==> config.mk <==
export PLATFORM = sky130hd
export DESIGN_NAME = readout_sched
export DESIGN_NICKNAME = d
export VERILOG_FILES = /design/src/rtl/readout_pkg.sv /design/src/rtl/rr_pick.sv /design/src/rtl/readout_sched.sv
export SDC_FILE = /design/constraint.sdc
export NUM_CORES = 1
export LEC_CHECK = 0
export BUFFER_PORTS_ARGS = -buffer_cell sky130_fd_sc_hd__buf_2
export CAP_MARGIN = 20
export CORE_MARGIN = 10
export CORE_UTILIZATION = 51
export DETAILED_ROUTE_END_ITERATION = 8
export PLACE_DENSITY = 0.9
export SLEW_MARGIN = 40
export SYNTH_ARGS = -nofsm -noshare
export SYNTH_HDL_FRONTEND = slang
export SYNTH_SLANG_ARGS = --single-unit
==> constraint.sdc <==
create_clock -name clk -period 3.2 [get_ports clk]
set_input_delay 0.16 -clock clk [delete_from_list [all_inputs] [get_ports clk]]
set_output_delay 0.16 -clock clk [all_outputs]
set_load 0.005 [all_outputs]
==> src/rtl/readout_pkg.sv <==
// Shared types and helpers for the readout scheduler and its arbiter pieces.
package readout_pkg;

  localparam int NREQ_DEF = 4;
  localparam int AW_DEF   = 8;

  typedef enum logic [1:0] {
    ST_IDLE = 2'd0,
    ST_RUN  = 2'd1,
    ST_GAP  = 2'd2
  } state_t;

  function automatic logic [2:0] onehot_to_idx(input logic [7:0] oh);
    logic [2:0] idx;
    idx = '0;
    for (int i = 0; i < 8; i++) begin
      if (oh[i]) idx = idx | 3'(i);
    end
    return idx;
  endfunction

endpackage

==> src/rtl/rr_pick.sv <==
// Combinational round-robin picker: first set request at or after ptr, wrapping.
module rr_pick #(
  parameter int NREQ = 4
) (
  input  logic [NREQ-1:0] req,
  input  logic [2:0]      ptr,
  output logic            valid,
  output logic [2:0]      idx
);

  logic [NREQ-1:0] rot;
  logic [3:0]      sum;

  always_comb begin
    rot   = NREQ'({req, req} >> ptr);
    valid = |rot;
    sum   = '0;
    // Walk downward so the lowest rotated position wins.
    for (int k = NREQ - 1; k >= 0; k--) begin
      if (rot[k]) sum = 4'(k) + {1'b0, ptr};
    end
    if (sum >= 4'(NREQ)) sum = sum - 4'(NREQ);
    idx = sum[2:0];
  end

endmodule

==> src/rtl/readout_sched.sv <==
// Round-robin burst address sequencer shared by NREQ requesters.
// Optional abort port pair enabled by defining READOUT_ABORT_EN.
//
//   state   | meaning
//   IDLE    | arbitrate; sample req/base/len, launch burst next cycle
//   RUN     | one address per cycle until count reaches zero (or abort)
//   GAP     | GAP forced idle cycles before next arbitration
module readout_sched
  import readout_pkg::*;
#(
  parameter int NREQ = NREQ_DEF,
  parameter int AW   = AW_DEF,
  parameter int GAP  = 2
) (
  input  logic              clk,
  input  logic              rst_n,
  input  logic [NREQ-1:0]   req,
  input  logic [NREQ*AW-1:0] base,
  input  logic [NREQ*AW-1:0] len,
  output logic [NREQ-1:0]   grant,
  output logic [AW-1:0]     addr,
  output logic              addr_valid,
  output logic              last,
  output logic              busy,
`ifdef READOUT_ABORT_EN
  input  logic              abort,
  output logic              aborted,
`endif
  output logic [2:0]        owner
);

  localparam int GW = (GAP > 1) ? $clog2(GAP) : 1;

  state_t          state_q, state_d;
  logic [NREQ-1:0] grant_q, grant_d;
  logic [2:0]      owner_q, owner_d;
  logic [2:0]      ptr_q, ptr_d;
  logic [AW-1:0]   addr_q, addr_d;
  logic [AW-1:0]   cnt_q, cnt_d;
  logic            valid_q, valid_d;
  logic            last_q, last_d;
  logic [GW-1:0]   gap_q, gap_d;
  logic            aborted_q, aborted_d;

  logic            pick_valid;
  logic [2:0]      pick_idx;
  logic [7:0]      pick_oh;
  logic [AW-1:0]   sel_base, sel_len;
  logic            end_burst;

  rr_pick #(.NREQ(NREQ)) u_pick (
    .req   (req),
    .ptr   (ptr_q),
    .valid (pick_valid),
    .idx   (pick_idx)
  );

  always_comb begin
    sel_base = '0;
    sel_len  = '0;
    for (int i = 0; i < NREQ; i++) begin
      if (pick_idx == 3'(i)) begin
        sel_base = base[i*AW +: AW];
        sel_len  = len[i*AW +: AW];
      end
    end
    pick_oh = 8'(1) << pick_idx;
  end

  always_comb begin
    state_d   = state_q;
    grant_d   = grant_q;
    owner_d   = owner_q;
    ptr_d     = ptr_q;
    addr_d    = addr_q;
    cnt_d     = cnt_q;
    valid_d   = valid_q;
    last_d    = last_q;
    gap_d     = gap_q;
    aborted_d = 1'b0;
    end_burst = 1'b0;
    case (state_q)
      ST_IDLE: begin
        if (pick_valid) begin
          grant_d = pick_oh[NREQ-1:0];
          owner_d = onehot_to_idx(pick_oh);
          addr_d  = sel_base;
          cnt_d   = sel_len;
          valid_d = 1'b1;
          last_d  = (sel_len == '0);
          state_d = ST_RUN;
        end
      end
      ST_RUN: begin
        if (cnt_q == '0) begin
          end_burst = 1'b1;
`ifdef READOUT_ABORT_EN
        end else if (abort) begin
          end_burst = 1'b1;
          aborted_d = 1'b1;
`endif
        end else begin
          addr_d = addr_q + 1'b1;
          cnt_d  = cnt_q - 1'b1;
          last_d = (cnt_q == AW'(1));
        end
        if (end_burst) begin
          grant_d = '0;
          valid_d = 1'b0;
          last_d  = 1'b0;
          ptr_d   = (owner_q == 3'(NREQ - 1)) ? 3'd0 : owner_q + 3'd1;
          gap_d   = GW'(GAP - 1);
          state_d = (GAP > 0) ? ST_GAP : ST_IDLE;
        end
      end
      ST_GAP: begin
        if (gap_q == '0) state_d = ST_IDLE;
        else             gap_d   = gap_q - 1'b1;
      end
      default: state_d = ST_IDLE;
    endcase
  end

  always_ff @(posedge clk or negedge rst_n) begin
    if (!rst_n) begin
      state_q   <= ST_IDLE;
      grant_q   <= '0;
      owner_q   <= '0;
      ptr_q     <= '0;
      addr_q    <= '0;
      cnt_q     <= '0;
      valid_q   <= 1'b0;
      last_q    <= 1'b0;
      gap_q     <= '0;
      aborted_q <= 1'b0;
    end else begin
      state_q   <= state_d;
      grant_q   <= grant_d;
      owner_q   <= owner_d;
      ptr_q     <= ptr_d;
      addr_q    <= addr_d;
      cnt_q     <= cnt_d;
      valid_q   <= valid_d;
      last_q    <= last_d;
      gap_q     <= gap_d;
      aborted_q <= aborted_d;
    end
  end

  assign grant      = grant_q;
  assign owner      = owner_q;
  assign addr       = addr_q;
  assign addr_valid = valid_q;
  assign last       = last_q;
  assign busy       = (state_q != ST_IDLE);

`ifdef READOUT_ABORT_EN
  assign aborted = aborted_q;
`else
  logic unused_aborted;
  assign unused_aborted = aborted_q;
`endif

endmodule

# Word-level counts from Yosys, hierarchy flattened
# Index checks and enable logic that the tools add are counted.
[totals]
in_bits = 70
register_bits = 31
[classes]
addsub = 8
muxes = 46
reduce_logical = 15
shifts = 2
eq_ne = 12
n_lt_le_gt_ge = 1
[op_table]
columns = ["cell", "n"]
rows = [
  ["$mux W8", 12],
  ["$pmux W8 S2", 2],
  ["$mux W4", 6],
  ["$mux W3", 6],
  ["$logic_not A8 Y1", 2],
  ["$reduce_and A3 Y1", 4],
  ["$mux W1", 10],
  ["$mux W2", 5],
  ["$eq A3 B2 Y1 const B", 3],
  ["$add A2 B3 Y4 const A", 2],
  ["$add A8 B1 Y8 const B", 1],
  ["$eq A8 B1 Y1 const B", 1],
  ["$ne A2 B2 Y1 const B", 4],
  ["$pmux W4 S2", 1],
  ["$shl A1 B3 Y8 const A", 1],
  ["$shr A8 B3 Y4", 1],
  ["$sub A8 B1 Y8 const B", 1],
  ["$pmux W1 S2", 3],
  ["$pmux W2 S3", 1],
  ["$reduce_and A2 Y1", 3],
  ["$reduce_bool A2 Y1", 3],
  ["$add A1 B3 Y4 const A", 1],
  ["$ge A4 B3 Y1 const B", 1],
  ["$reduce_or A4 Y1", 1],
  ["other kinds (9)", 9],
]

# Longest topological paths before layout
# Gate-level depths: netlist (run 1).
[logic_depth]
word_depth = 15
depth_mapped = 11
ltp_nobuf = 9

# By module
# From an unflattened synthesis (run 1), not the netlist that was laid out.
[hier_totals]
hier_cells = 302
hier_area_um2 = 2661.3
[modules_own_cells]
columns = ["mod", "instances", "area_per_inst_um2", "cells_each"]
rows = [
  ["readout_sched", 1, 2187.1, 237],
  ["rr_pick", 1, 474.2, 65],
]

# Least setup slack after synthesis (run 1)
# OpenSTA, ideal clock, no wires.
[synth_path]
kind = "register -> register"
from = "register ptr_q[0]"
to = "register cnt_q[5]"
required_ns = 3.074
path_buffers = 1
period_less_slack_ns = 2.726
setup_time_ns = 0.126
path_slack_ns = 0.474
path_stages_with_launch = 8
arrival_time_ns = 2.600
cell_sequence = "dfrtp_1 -> buf_6 -> mux2_4 -> a311o_1 -> and2_4 -> o31ai_4 -> mux4_2 -> a221o_1"
[synth_via]
elab_chain_cells = 14
[synth_lines]
columns = ["element", "line", "text"]
rows = [
  ["start: declaration", "readout_sched.sv:37", "logic [2:0] ptr_q, ptr_d;"],
  ["start signal: assignment", "readout_sched.sv:140", "ptr_q <= ptr_d;"],
  ["$add A2 B3 Y4 / $shr A8 B3 Y4 (equally long branches)", "rr_pick.sv:20, rr_pick.sv:15", ""],
  ["$mux W4 (4 in a row)", "rr_pick.sv:20", "if (rot[k]) sum = 4'(k) + {1'b0, ptr};"],
  ["$ge A4 B3 Y1 / $sub A3 B3 Y3 (equally long branches)", "rr_pick.sv:22", "if (sum >= 4'(NREQ)) sum = sum - 4'(NREQ);"],
  ["$mux W3", "rr_pick.sv:22", ""],
  ["$logic_not A3 Y1", "readout_sched.sv:62", "if (pick_idx == 3'(i)) begin"],
  ["$mux W8 (4 in a row)", "readout_sched.sv:62", ""],
  ["$mux W8", "readout_sched.sv:84", "if (pick_valid) begin"],
  ["$pmux W8 S2", "readout_sched.sv:82", "case (state_q)"],
  ["end signal: assignment", "readout_sched.sv:142", "cnt_q <= cnt_d;"],
  ["end: declaration", "readout_sched.sv:39", "logic [AW-1:0] cnt_q, cnt_d;"],
]
# Several ways; a longest one is shown, not always the timed one. The select of a mux whose other input is x is not followed.
# A chain may end at the register's enable or synchronous reset.

# Final worst setup path (run 1)
[layout_path]
from = "register ptr_q[0]"
to = "register addr_q[1] (netlist: addr[1])"
[layout_via]
elab_chain_cells = 14
[layout_lines]
columns = ["element", "line", "text"]
rows = [
  ["$add A2 B3 Y4 / $shr A8 B3 Y4 (equally long branches)", "rr_pick.sv:20, rr_pick.sv:15", ""],
  ["$mux W4 (4 in a row)", "rr_pick.sv:20", ""],
  ["$ge A4 B3 Y1 / $sub A3 B3 Y3 (equally long branches)", "rr_pick.sv:22", ""],
  ["$mux W3", "rr_pick.sv:22", ""],
  ["$logic_not A3 Y1", "readout_sched.sv:62", ""],
  ["$mux W8 (4 in a row)", "readout_sched.sv:62", ""],
  ["$mux W8", "readout_sched.sv:84", ""],
  ["$pmux W8 S2", "readout_sched.sv:82", ""],
  ["end signal: assignment", "readout_sched.sv:141", "addr_q <= addr_d;"],
  ["end: declaration", "readout_sched.sv:38", "logic [AW-1:0] addr_q, addr_d;"],
]
# Several ways; a longest one is shown, not always the timed one. The select of a mux whose other input is x is not followed.

==> flow_summary.ini, run 1 <==
[logic_synthesis]
syn-num-nets = 366
synth-seq-cells = 31
synthArstFlopShare_pct = 100.0
netlist_instances = 287
synth-seq-area-share_pct = 30.26
yosys-top-cells-area = dfrtp_1 30%, mux4_2 6.1%, nand2_1 5.1%, o21ai_0 4.9%, o221ai_1 4.8%
synth_common_cells = 35 x nand2_1, 31 x dfrtp_1, 25 x o21ai_0, 20 x nor2_1, 14 x o221ai_1
yosysTopAreaCellShare_pct = 30.26
synth_edf_count = 0
yosysUniqueCellTypes = 56
yosysMostFrequentCell = nand2_1
syn_avg_cell_area_um2 = 8.933
synth.cell_area_um2 = 2564
yosys_warnings = 0
synthFlopType = dfrtp_1
synth_top_area_cell = dfrtp_1

[grt]
grt_pass1_wl_mm = 13.39
grt_pass1_vias = 2868
antenna_found_initial = 0
use_met1_pct = 22.96
met2_usage_pct = 32.93
globalRouteOverflowTotal = 0
busiest_layer = met2
globalRouteMet3Util_pct = 4.156
track_usage_pct = 19.37
grt_max_degree = 32

[timing]
hold_viol = 0
grt_setup_unrepaired = no
period_needed_ps = 2854
clock_skew_ps = 7.910
tightest_slew_ps = 731.7
setup-violations-final = 0
maxSlewViolCount = 0
slew-limit-headroom_pct = 51.22
final.setup.tns_ps = 0
timing.fmax_mhz = 350.3
period_share_pct = 89.20

[power_and_ir_drop]
peakVddDrop_v = 0.0005906
power_mw = 2.860
pwr_density_cell_nw_per_um2 = 899.1
p_leak_nw = 1.437

[finish]
finalNetCount = 458
n_antenna_cell = 0
drive_gt1_share_pct = 32.37
syn2layout_area_growth_pct = 24.06
multiInputGateArea_um2 = 1669
nFillCells = 389
final_cells = 447
seq_area_um2 = 775.7

[worst_hold_path]
hp-class = in2reg

[setup_path]
critical-path-top-delay-family = compound AO/OA/AOI/OAI gates
worstSetupPathType = reg2reg
worst-path-buf-inv = 2
arrival_ps = 3020
critPathSlowestCell = mux4_2
cp_data_required_time_ps = 3370
crit_fanout = 18
start_kind = register
cp_common_cell = buf_4
cp-end-kind = register
cp_slowest_stage_delay_ps = 510
crit_chain = buf_4 -> nand2b_1 -> a311o_1 -> and2_4 -> o31ai_4 -> buf_4 -> mux4_2 -> nand2_1 -> nand3_1

[clock_tree]
cts_tree = yes
cts_inserted_buffers = 5
cts-root-buf = clkbuf_8
clock_sinks = 31
htreeDepth = 2
cts_resized = 0
ctsHoldBuffers = 1
cts_setup_buffers = 0
clock_latency_ps = 290
clock_path_buffers = 2
clkSlewWorstSetupHoldPaths_ps = 70

[drt]
post_drt_wl_per_cell_um = 18.68
drt_wl_total_mm = 8.348
num_vias = 2842
via_per_inst = 6.358
ant_nets = 0
dr.pass1.iters = 5
drc = 0
first_iter_violations = 274

[floorplanning]
fp.dieW_um = 90.90
die-area_um2 = 8263
ioPinCount = 88
start_util_pct = 53.57
placementRows = 25
chipHeight_um = 90.90
core_um2 = 4786

[run]
max-cap-violations = 0

[placed_design]
dp_hpwl_mm = 6.521
port_buffers = 87
routabilityCongestion = 0.8972
placed_cells = 438

[run_status]
status = finished, final reports clean
-- worst register-to-register path, stage by stage (launching register included) --
cell	delay [ps]
dfrtp_1	390
buf_4	210
nand2b_1	190
a311o_1	370
and2_4	160
o31ai_4	480
buf_4	260
mux4_2	510
nand2_1	90
nand3_1	80
-- flip-flops by register name, summed over array words and instances, names as in the netlist --
signal      count
state_q         2
ptr_q           3
grant           4
last            1
owner           3
gap_q           1
addr            8
addr_valid      1
cnt_q           8
-- metal layers --
metal / wire length [um] / vias up
met5: 0 / -
met4: 309 / 0
met3: 584 / 32
met2: 4148 / 149
met1: 3305 / 1365
li1: - / 1296
-- stage by stage --
| stage | hold slack [ps] | util (%) | area (um^2) | setup slack (ps) |
|---|---|---|---|---|
| 5_1_grt | 129.3 | 66.46 | 3181 | 186.6 |
| 6_report | 125.3 | 66.46 | 3181 | 345.5 |
| 4_1_cts | 133.9 | 66.46 | 3181 | 338.2 |
| 2_1_floorplan | -135.6 | - | 2564 | 474.3 |
| 3_3_place_gp | 244.2 | 64.55 | 3089 | 427.3 |
| 3_5_place_dp | 251.1 | 64.55 | 3089 | 371.8 |
-- kinds of logic after synthesis --
kind of cell,share of synthesized area (%)
AO/OA/AOI/OAI,25.87
adder cells (fa/ha/maj),4.392
multiplexers,13.18
flip-flops,30.26
buffers and inverters,4.636
XOR/XNOR,0.3417
AND/OR/NAND/NOR,21.33
-- placed cells by master, fill, tap and decap left out, types with 4 or more instances in the layout --
master / netlist / layout
a21oi_1: 9 / 9
a221o_1: 4 / 4
and2_1: 4 / 4
and3_1: 4 / 4
buf_2: 5 / 87
buf_4: 1 / 9
clkbuf_8: 0 / 5
dfrtp_1: 31 / 31
ha_1: 9 / 9
inv_1: 10 / 10
mux2_2: 7 / 7
mux2i_1: 6 / 6
mux4_2: 7 / 7
nand2_1: 35 / 35
nand2b_1: 6 / 6
nand3_1: 11 / 11
nor2_1: 20 / 20
nor2b_1: 4 / 4
nor3_1: 6 / 6
nor4_1: 6 / 6
o21a_1: 4 / 4
o21ai_0: 25 / 25
o221ai_1: 14 / 14
or4_1: 4 / 4
-- report_power, final --
group	internal, mW	switching [mW]
Combinational	0.805	1.02
Sequential	0.564	0.171
Clock	0.152	0.149
-- final timing paths --
| check | end | slack, ps | cells past startpoint | start |
|---|---|---|---|---|
| setup / recovery | addr[1] | 350 | 9 | ptr_q[0] |
| hold / removal | addr[6] | 130 | 3 | base[30] |
| setup reg to reg | addr[1] | 350 | 9 | ptr_q[0] |
| hold reg to reg | grant[0] | 480 | 2 | grant[0] |
| max in group asynchronous | grant[1] | 2260 | 2 | rst_n |
| min in group asynchronous | ptr_q[0] | 470 | 2 | rst_n |
-- final cells by class --
type / count / share of cell area [%]
clock buffers: 7 / 2.400
inverters: 10 / 1.180
repair buffers: 98 / 16.76
multi-input cells: 233 / 52.48
flip-flops and latches: 31 / 24.39
clock inverters: 1 / 0.1574
well taps: 67 / 2.636
Power figures use the tool's default switching activity.
==> inputs of run 2 (changes only) <==
--- a/config.mk
+++ b/config.mk
@@ -5,6 +5,7 @@
 export SDC_FILE = /design/constraint.sdc
 export NUM_CORES = 1
 export LEC_CHECK = 0
+export ABC_AREA = 1
 export BUFFER_PORTS_ARGS = -buffer_cell sky130_fd_sc_hd__buf_2
 export CAP_MARGIN = 20
 export CORE_MARGIN = 10
==> run 2 against run 1 <==
  * Via count is 2.4% higher
  * Sequential cell count stayed put
  * Register-to-register slack gained 220 ps
  * Count of clock-buffer cells in the layout is the same
  * Synthesized area rose by 1.5%
  * Cell count rose by 20%
  * Critical path depth is 7 higher
  * Largest power group unchanged
==> flow_summary.ini, run 2 <==
[logic_synthesis]
netlist_instances = 381
synth-seq-area-share_pct = 29.81
yosysMostFrequentCell = nand2_1
yosysTopAreaCellShare_pct = 29.81
synth_common_cells = 98 x nand2_1, 36 x inv_1, 35 x nor2_1, 31 x dfrtp_1, 31 x nand3_1
yosys-top-cells-area = dfrtp_1 30%, nand2_1 14%, nand3_1 6.0%, inv_1 5.2%, nand4_1 5.0%
synth.cell_area_um2 = 2602
yosysUniqueCellTypes = 40
syn-num-nets = 460
syn_avg_cell_area_um2 = 6.831
synth-seq-cells = 31
synthFlopType = dfrtp_1
synth_edf_count = 0
synthArstFlopShare_pct = 100.0
yosys_warnings = 0
synth_top_area_cell = dfrtp_1

[drt]
dr.pass1.iters = 6
post_drt_wl_per_cell_um = 15.16
met3_length_um = 576
first_iter_violations = 249
drt_wl_total_mm = 8.142
ant_nets = 0
num_vias = 2910
top_layer = met4
via_per_inst = 5.419
met2WireLength_mm = 3.865
drt-met1-wl_mm = 3.553
drc = 0

[clock_tree]
cts_resized = 0
cts_tree = yes
clock_sinks = 31
clock_latency_ps = 290
clkSlewWorstSetupHoldPaths_ps = 70
cts-root-buf = clkbuf_8
htreeDepth = 2
cts_inserted_buffers = 5
clock_path_buffers = 2

[setup_path]
r2r-start = ptr_q[0]
critPathSlowestCell = dfrtp_1
rrSetupSlack_ps = 560
crit_fanout = 19
start_kind = register
cp_slowest_stage_delay_ps = 580
cp_common_cell = nand2_1
crit_start = ptr_q[0]
crit_chain = inv_6 -> nand2_1 -> nand3_1 -> nand2_1 -> nor2_1 -> nand2_1 -> nand3_4 -> clkinv_2 -> nand2_2 -> nor2_4 -> nand2_2 -> nand2_1 -> nand3_1 -> nor2_1 -> nand2_1 -> a21oi_2
cp_data_required_time_ps = 3420
worstRegToRegCells = 16
timing.rr.end = last
arrival_ps = 2850
endpoint = last
worstSetupPathType = reg2reg
cp-end-kind = register

[timing]
period_share_pct = 82.38
timing.fmax_mhz = 379.3
final.setup.tns_ps = 0
tightest_slew_ps = 695.1
grt_setup_unrepaired = no
setup-violations-final = 0
hold_viol = 0
period_needed_ps = 2636
slew-limit-headroom_pct = 53.66
maxSlewViolCount = 0
clock_skew_ps = 3.877

[finish]
nFillCells = 462
seq_area_um2 = 775.7
n_antenna_cell = 0
multiInputGateArea_um2 = 1604
layout_commonest_cell = nand2_1
layout_common_cells = 98 x nand2_1, 87 x buf_2, 36 x inv_1
drive_gt1_share_pct = 27.87
finalNetCount = 548
syn2layout_area_growth_pct = 22.31

[floorplanning]
core_um2 = 4848
start_util_pct = 53.68
die-area_um2 = 8360
fp.dieW_um = 91.44
placementRows = 25
ioPinCount = 88
chipHeight_um = 91.44

[grt]
grt_max_degree = 32
grt_pass1_vias = 2900
globalRouteOverflowTotal = 0
track_usage_pct = 19.04
grt_pass1_wl_mm = 13.43
antenna_found_initial = 0

[worst_hold_path]
hp-class = in2reg

[run]
max-cap-violations = 0

[power_and_ir_drop]
pwr_density_cell_nw_per_um2 = 1086
peakVddDrop_v = 0.0008216
p_leak_nw = 1.692
power_mw = 3.457

[placed_design]
dp_hpwl_mm = 6.467
routabilityCongestion = 0.8724
port_buffers = 87

[run_status]
status = finished, final reports clean
run 2: changes by cell type in the layout (fill, tap and decap cells not counted), sizes merged, moves of 8 or more:
cell    delta
nand4     +19
xor2       +8
a21oi     +11
o221ai    -13
mux4       -8
mux2       -8
nor2      +23
nand3     +23
nand2     +78
inv       +30
run 2: kinds of logic after synthesis:
family / Yosys count / share of synthesized area [%]
and+or+nand+nor: 221 / 41.30
AOI/OAI and AO/OA: 60 / 13.32
buffers and inverters: 52 / 8.558
DFF: 31 / 29.81
adders and majority gates: 9 / 4.327
xor gates and xnor gates: 8 / 2.692
run 2: area by class of cell:
type / instances / area share, %
Clock inverter: 1 / 0.1572
Inverter: 41 / 5.110
Clock buffer: 7 / 2.398
Timing Repair Buffer: 92 / 14.94
Sequential cell: 31 / 24.37
Multi-Input combinational cell: 298 / 50.39
Tap cell: 67 / 2.634
run 2: worst min path at each step:
stage	depth (start not counted)	end	start	slack [ps]
after floorplan	0	addr[0]	rst_n	-140
after global placement	1	gap_q	rst_n	240
after detailed placement	1	state_q[1]	rst_n	250
after CTS	3	addr[0]	base[24]	240
after global routing	3	addr[0]	base[24]	260
final	3	addr[0]	base[24]	230
run 2: timing repair:
item	4_1_cts	5_1_grt
endpoints found under the hold margin	31	0
setup buffers	0	0
hold buffers	1	0
run 2: power by group:
group | switching [mW] | total [mW] | internal [mW] | leakage [nW]
Clock | 0.150 | 0.303 | 0.153 | 0.0422
Combinational | 1.55 | 2.42 | 0.868 | 1.27
Sequential | 0.158 | 0.736 | 0.579 | 0.380
run 2: per-layer routing:
| layer | global-route usage [%] | vias up |
|---|---|---|
| met1 | 23.66 | 1333 |
| met3 | 4.444 | 17 |
| met4 | 6.789 | 0 |
| met5 | 0 | - |
| met2 | 31.28 | 115 |
| li1 | - | 1445 |
run 2: critical path, delay by kind of cell (launching register included):
family / cells / cell delay (ps)
AND/OR/NAND/NOR: 13 / 1630
flip-flops: 1 / 580
buffers and inverters: 2 / 250
AO/OA/AOI/OAI: 1 / 110
run 2: per-stage QoR:
stage	area (um^2)	setup WS (ps)	hold slack [ps]	util, %	cells
finish	3183	563.8	229.8	65.65	537
global route	3183	283.8	256.5	65.65	537
CTS	3183	616.5	242.3	65.65	537
detailed placement	3092	644.3	250.5	63.77	528
global placement	3092	679.0	242.3	63.77	528
floorplan	2603	1182	-135.6	-	381
